<file path="src/rtl/alu_arbiter.sv">
// alu_arbiter: round-robin arbiter sharing one external ALU between two requesters,
// with divide-by-zero short-circuit and ALU timeout error responses.
module alu_arbiter #(
    parameter int TIMEOUT = 8
) (
    input  logic        clk,
    input  logic        rst,
    input  logic        req0_valid,
    output logic        req0_ready,
    input  logic [31:0] req0_a,
    input  logic [31:0] req0_b,
    input  logic [1:0]  req0_op,
    input  logic        req1_valid,
    output logic        req1_ready,
    input  logic [31:0] req1_a,
    input  logic [31:0] req1_b,
    input  logic [1:0]  req1_op,
    output logic        rsp0_valid,
    input  logic        rsp0_ready,
    output logic [31:0] rsp0_result,
    output logic        rsp0_err,
    output logic        rsp1_valid,
    input  logic        rsp1_ready,
    output logic [31:0] rsp1_result,
    output logic        rsp1_err,
    output logic [31:0] alu_a,
    output logic [31:0] alu_b,
    output logic [1:0]  alu_opcode,
    input  logic [31:0] alu_result,
    input  logic        alu_ready,
    output logic        busy
);
    localparam int CW = TIMEOUT > 1 ? $clog2(TIMEOUT) : 1;

    typedef enum logic [1:0] {IDLE, ISSUE, WAIT, RESP} state_t;

    state_t           state_q, state_d;
    logic             gnt_q, gnt_d, last_q, last_d;
    logic [31:0]      a_q, a_d, b_q, b_d;
    logic [1:0]       op_q, op_d;
    logic [CW-1:0]    cnt_q, cnt_d;
    logic [1:0][31:0] res_q, res_d;
    logic [1:0]       err_q, err_d;
    logic             pick;

    // Tie goes to the requester not served last; a lone requester always wins.
    assign pick = (req0_valid && req1_valid) ? !last_q : !req0_valid;

    always_comb begin
        state_d = state_q;
        gnt_d   = gnt_q;
        last_d  = last_q;
        a_d     = a_q;
        b_d     = b_q;
        op_d    = op_q;
        cnt_d   = cnt_q;
        res_d   = res_q;
        err_d   = err_q;
        unique case (state_q)
            IDLE: if (req0_valid || req1_valid) begin
                gnt_d   = pick;
                a_d     = pick ? req1_a : req0_a;
                b_d     = pick ? req1_b : req0_b;
                op_d    = pick ? req1_op : req0_op;
                state_d = ISSUE;
            end
            ISSUE: if (op_q == 2'b11 && b_q == '0) begin
                res_d[gnt_q] = '0;
                err_d[gnt_q] = 1'b1;
                state_d      = RESP;
            end else begin
                cnt_d   = '0;
                state_d = WAIT;
            end
            WAIT: if (alu_ready || cnt_q == CW'(TIMEOUT - 1)) begin
                res_d[gnt_q] = alu_ready ? alu_result : '0;
                err_d[gnt_q] = !alu_ready;
                state_d      = RESP;
            end else begin
                cnt_d = cnt_q + CW'(1);
            end
            RESP: if (gnt_q ? rsp1_ready : rsp0_ready) begin
                last_d  = gnt_q;
                state_d = IDLE;
            end
        endcase
    end

    always_ff @(posedge clk or posedge rst) begin
        if (rst) begin
            state_q <= IDLE;
            gnt_q   <= 1'b0;
            last_q  <= 1'b1;
            a_q     <= '0;
            b_q     <= '0;
            op_q    <= '0;
            cnt_q   <= '0;
            res_q   <= '0;
            err_q   <= '0;
        end else begin
            state_q <= state_d;
            gnt_q   <= gnt_d;
            last_q  <= last_d;
            a_q     <= a_d;
            b_q     <= b_d;
            op_q    <= op_d;
            cnt_q   <= cnt_d;
            res_q   <= res_d;
            err_q   <= err_d;
        end
    end

    // Ready is combinational from the inputs, so it must be masked while reset is held.
    assign req0_ready  = !rst && state_q == IDLE && req0_valid && !pick;
    assign req1_ready  = !rst && state_q == IDLE && req1_valid && pick;
    assign rsp0_valid  = state_q == RESP && !gnt_q;
    assign rsp1_valid  = state_q == RESP && gnt_q;
    assign rsp0_result = res_q[0];
    assign rsp1_result = res_q[1];
    assign rsp0_err    = err_q[0];
    assign rsp1_err    = err_q[1];
    assign alu_a       = a_q;
    assign alu_b       = b_q;
    assign alu_opcode  = op_q;
    assign busy        = state_q != IDLE;
endmodule

</file>
<file path="config.mk">
export PLATFORM = sky130hd
export DESIGN_NAME = alu_arbiter
export DESIGN_NICKNAME = d
export VERILOG_FILES = /design/src/rtl/alu_arbiter.sv
export SDC_FILE = /design/constraint.sdc
export NUM_CORES = 1
export LEC_CHECK = 0
export ABC_AREA = 0
export BUFFER_PORTS_ARGS = -buffer_cell sky130_fd_sc_hd__buf_4
export CAP_MARGIN = 20
export CORE_MARGIN = 8
export CORE_UTILIZATION = 43
export CTS_BUF_LIST = sky130_fd_sc_hd__clkbuf_8
export DETAILED_ROUTE_END_ITERATION = 16
export PLACE_DENSITY = 0.86
export SKIP_LAST_GASP = 1
export SLEW_MARGIN = 20
export SYNTH_ARGS = -nofsm -noshare
export SYNTH_HDL_FRONTEND = slang
export SYNTH_SLANG_ARGS = --single-unit
</file>
<file path="constraint.sdc">
create_clock -name clk -period 3.8 [get_ports clk]
set_input_delay 0.19 -clock clk [delete_from_list [all_inputs] [get_ports clk]]
set_output_delay 0.19 -clock clk [all_outputs]
set_load 0.02 [all_outputs]
</file>
==> results.md <==
- Routed WL per cell: 19.5 µm
- Cell with the most instances after synthesis: dfrtp_1
- Total global-route track usage: 22.8%
- Synth area leader: dfrtp_1
- First-pass DRT Iterations: 6
- Tightest Pin Transition: 1.09 ns
- Synth Area in Simple Gates: 9.05%
- Hold_sp: req0_b[5]
- Detailed Place HPWL: 15200 µm
- Hold Crit Depth: 3
- Library cells used by synthesis: 35
- Share of post-route cells with drive strength above 1: 40.6%
- Design area: around 0.0093 mm²
- Clock tree from TritonCTS: done
- Worst vdd ir: 0.515 mV
- Proportion of synthesized area in mux cells: 11.0%
- IO Port Bufs: 307
- Fin util: approximately two thirds
- Yosys warning total: 0
- EDFF count, synth: 0
- Starting Density: 43.9%
- Worst min-delay path class: input pin to flip-flop
- Clock latency on the worst-skew pair: roughly 0.45 ns
- Kind of critical path: flip-flop to flip-flop
- Mapped Nets: 717
- Die Ht: 135 µm
- Final hold violations: 0
- Postcts setup bufs: 0
- Vias: around 5500
- Clock-pin slew on the worst setup and hold paths: 0.09 ns
- Layout Skew: 0.0109 ns
- Antenna-violating nets left: 0
- Fin. max-slew vios: 0
- DIE AREA: 0.0182 mm²
- Vias in the first global route: about 6000
- GP Congestion: 0.799
- RSZ-0062 raised after global routing: no
- First-pass GRT wire length: 32200 µm
- Total grt overflow: 0
- Crit path time final: 2.56 ns
- Antenna diodes: 0
- Ports: 308
- Pre-CTS setup slack: between 1 and 1.5 ns
- DP Area: 0.00854 mm²
- Final period utilization: between 60% and 70%
- Final setup violation count: 0
- Post-synthesis adder-cell area fraction: ~1.4%
- Worst R2R Setup Slack: approximately 1.2 ns
- Maxcap violations: 0
- Worst R2R End: alu_a[17]
- Synthesized-area fraction occupied by xor and xnor cells: 0%
- Critical R2R Launch: last_q
- Clock Root Buffer: clkbuf_8
- Vias per inst: approximately 5.1
- Routed wire length: 20900 µm
- Slew headroom: a little over a quarter
- Longest Clk Path Bufs: 2
- Static Leak: 4.81 nW
- Status: complete, no violations
- Die W: around 140 µm
- Fin Setup TNS: 0 ns
- R2R depth: 5
- Most common library cells after synthesis: dfrtp_1 (138), nand2_1 (104), o21ai_0 (69)
- FMAX: 391 MHz
- Detailed-route DRC error count: 0
- H-tree depth: 4
- Crit. End Element: flip-flop
- PwrDens: about 800 mW/mm²
- Number of DRC markers in iteration 0: approximately 280
- Register area share after synthesis: between 50 and 60%
- Avg Synthesized Cell Area: roughly 11 µm²
- Ys flop type: dfrtp_1
- Worst path arrival time: 2.88 ns
- Total clock sinks: 139
- Asr flop ratio synth: 100%
- Area delta synth->final: 52.9%
- Synth Cell Area: 0.00610 mm²
- NumNets Final: 1056
- Largest family of logic cells by synthesized area: compound AO/OA/AOI/OAI gates
- Core ar.: 0.0139 mm²
- Initial antenna violation count: 0
- Hold EP: alu_b[5]
- Share of the synthesized area in the top cell type: a little under three fifths
- Startpoint class of the critical path: flip-flop
- Post-Synthesis Cells: 539
- CTS Buf Count: 17
- Post-CTS sizing: 0
- Core Rows: 43
- Largest net degree at the start of global routing: 70
- Dominant cells by area after synthesis: dfrtp_1 (57%), mux2i_1 (11%), o2bb2ai_1 (9.2%)
- CP max FO: 26
- Filler Cell Count: approximately 1100
- Seq cells post-synth: between 100 and 150
- Synth Area in Compound Gates: 17.0%
- Worst Slack Setup Final: approximately 1.2 ns
- Worst endpoint required time: between 4 and 5 ns
==> per-layer routing <==
metal | global-route usage [%] | vias up | routed length (µm) | part of all wire, %
met5 | 0 | - | 0 | 0
met4 | 8.39 | 0 | 376 | 1.8
met3 | 9.47 | 27 | 2010 | 9.6
met2 | 39.8 | 210 | 10900 | 52
met1 | 24.0 | 2626 | 7560 | 36
li1 | - | 2608 | - | -
==> power breakdown <==
part | total (mW) | internal (mW) | switching (mW)
Clock | 1.28 | 0.686 | 0.595
Combinational | 3.55 | 1.50 | 2.06
Sequential | 2.62 | 2.14 | 0.476
Total | 7.46 | 4.33 | 3.13
==> logic make-up after synthesis <==
| logic type | after synthesis |
|---|---|
| AO/OA/AOI/OAI | 151 |
| flip-flops | 139 |
| AND/OR/NAND/NOR | 130 |
| multiplexers | 67 |
| buffers and inverters | 45 |
| adder cells (fa/ha/maj) | 7 |
==> area by class of cell <==
class	count	area [µm²]	share of cell area, %
clock buffers	19	262	2.80
clock inverters	13	168	1.80
inverters	8	33.8	0.362
multi-input cells	355	2370	25.5
flip-flops and latches	139	3480	37.3
well taps	180	225	2.42
repair buffers	357	2780	29.8
==> flip-flops by register name, summed over array words and instances, names as in the netlist <==
signal,flops
alu_opcode,2
cnt_q,3
alu_b,32
rsp0_result,32
err_q,2
gnt_q,1
last_q,1
state_q,2
alu_a,32
rsp1_result,32
==> worst max-delay path, cell delays in order (launching register included) <==
cell and delay (ns):
dfstp_2 0.40, o21ai_4 0.83, buf_4 0.33, mux2i_1 0.22, dlygate4sd3_1 0.58, o21ai_0 0.07
==> repair_timing <==
item                                   in CTS  in global routing
setup endpoints to repair                   0                  0
endpoints found under the hold margin      77                  0
hold buffers                               36                  0
==> worst max-delay path by stage <==
stage / startpoint / endpoint / slack (ns) / depth (start not counted)
floorplan: state_q[1] / rsp1_result[0] / 1.63 / 8
global placement: state_q[1] / rsp0_result[18] / 1.47 / 8
detailed placement: state_q[1] / rsp0_result[10] / 1.31 / 8
CTS: state_q[1] / rsp0_result[25] / 1.30 / 8
global route: state_q[1] / rsp1_result[5] / 1.09 / 8
finish: last_q / alu_a[17] / 1.24 / 5
==> cell usage in the layout (no fill, tap or decap), types with 5 or more instances in the layout <==
master         netlist  final
buf_4                0    320
clkbuf_8             4     19
clkinvlp_4           0      5
dfrtp_1            138    138
dlygate4sd3_1        0     36
ha_1                 7      7
inv_1                8      8
mux2i_1             67     67
nand2_1            104    104
nor2_1               7      7
nor4_1               6      6
o21ai_0             69     69
o2bb2ai_1           64     64
==> per-stage QoR <==
stage,total power [mW],cells,hold slack (ns)
CTS,7.52,1071,0.000358
finish,7.46,1071,0.0289
global route,7.91,1071,0.00405
floorplan,4.56,539,0.350
global placement,6.06,1003,0.390
detailed placement,6.17,1003,0.406
Note: power is estimated with default switching activity, not from simulation.
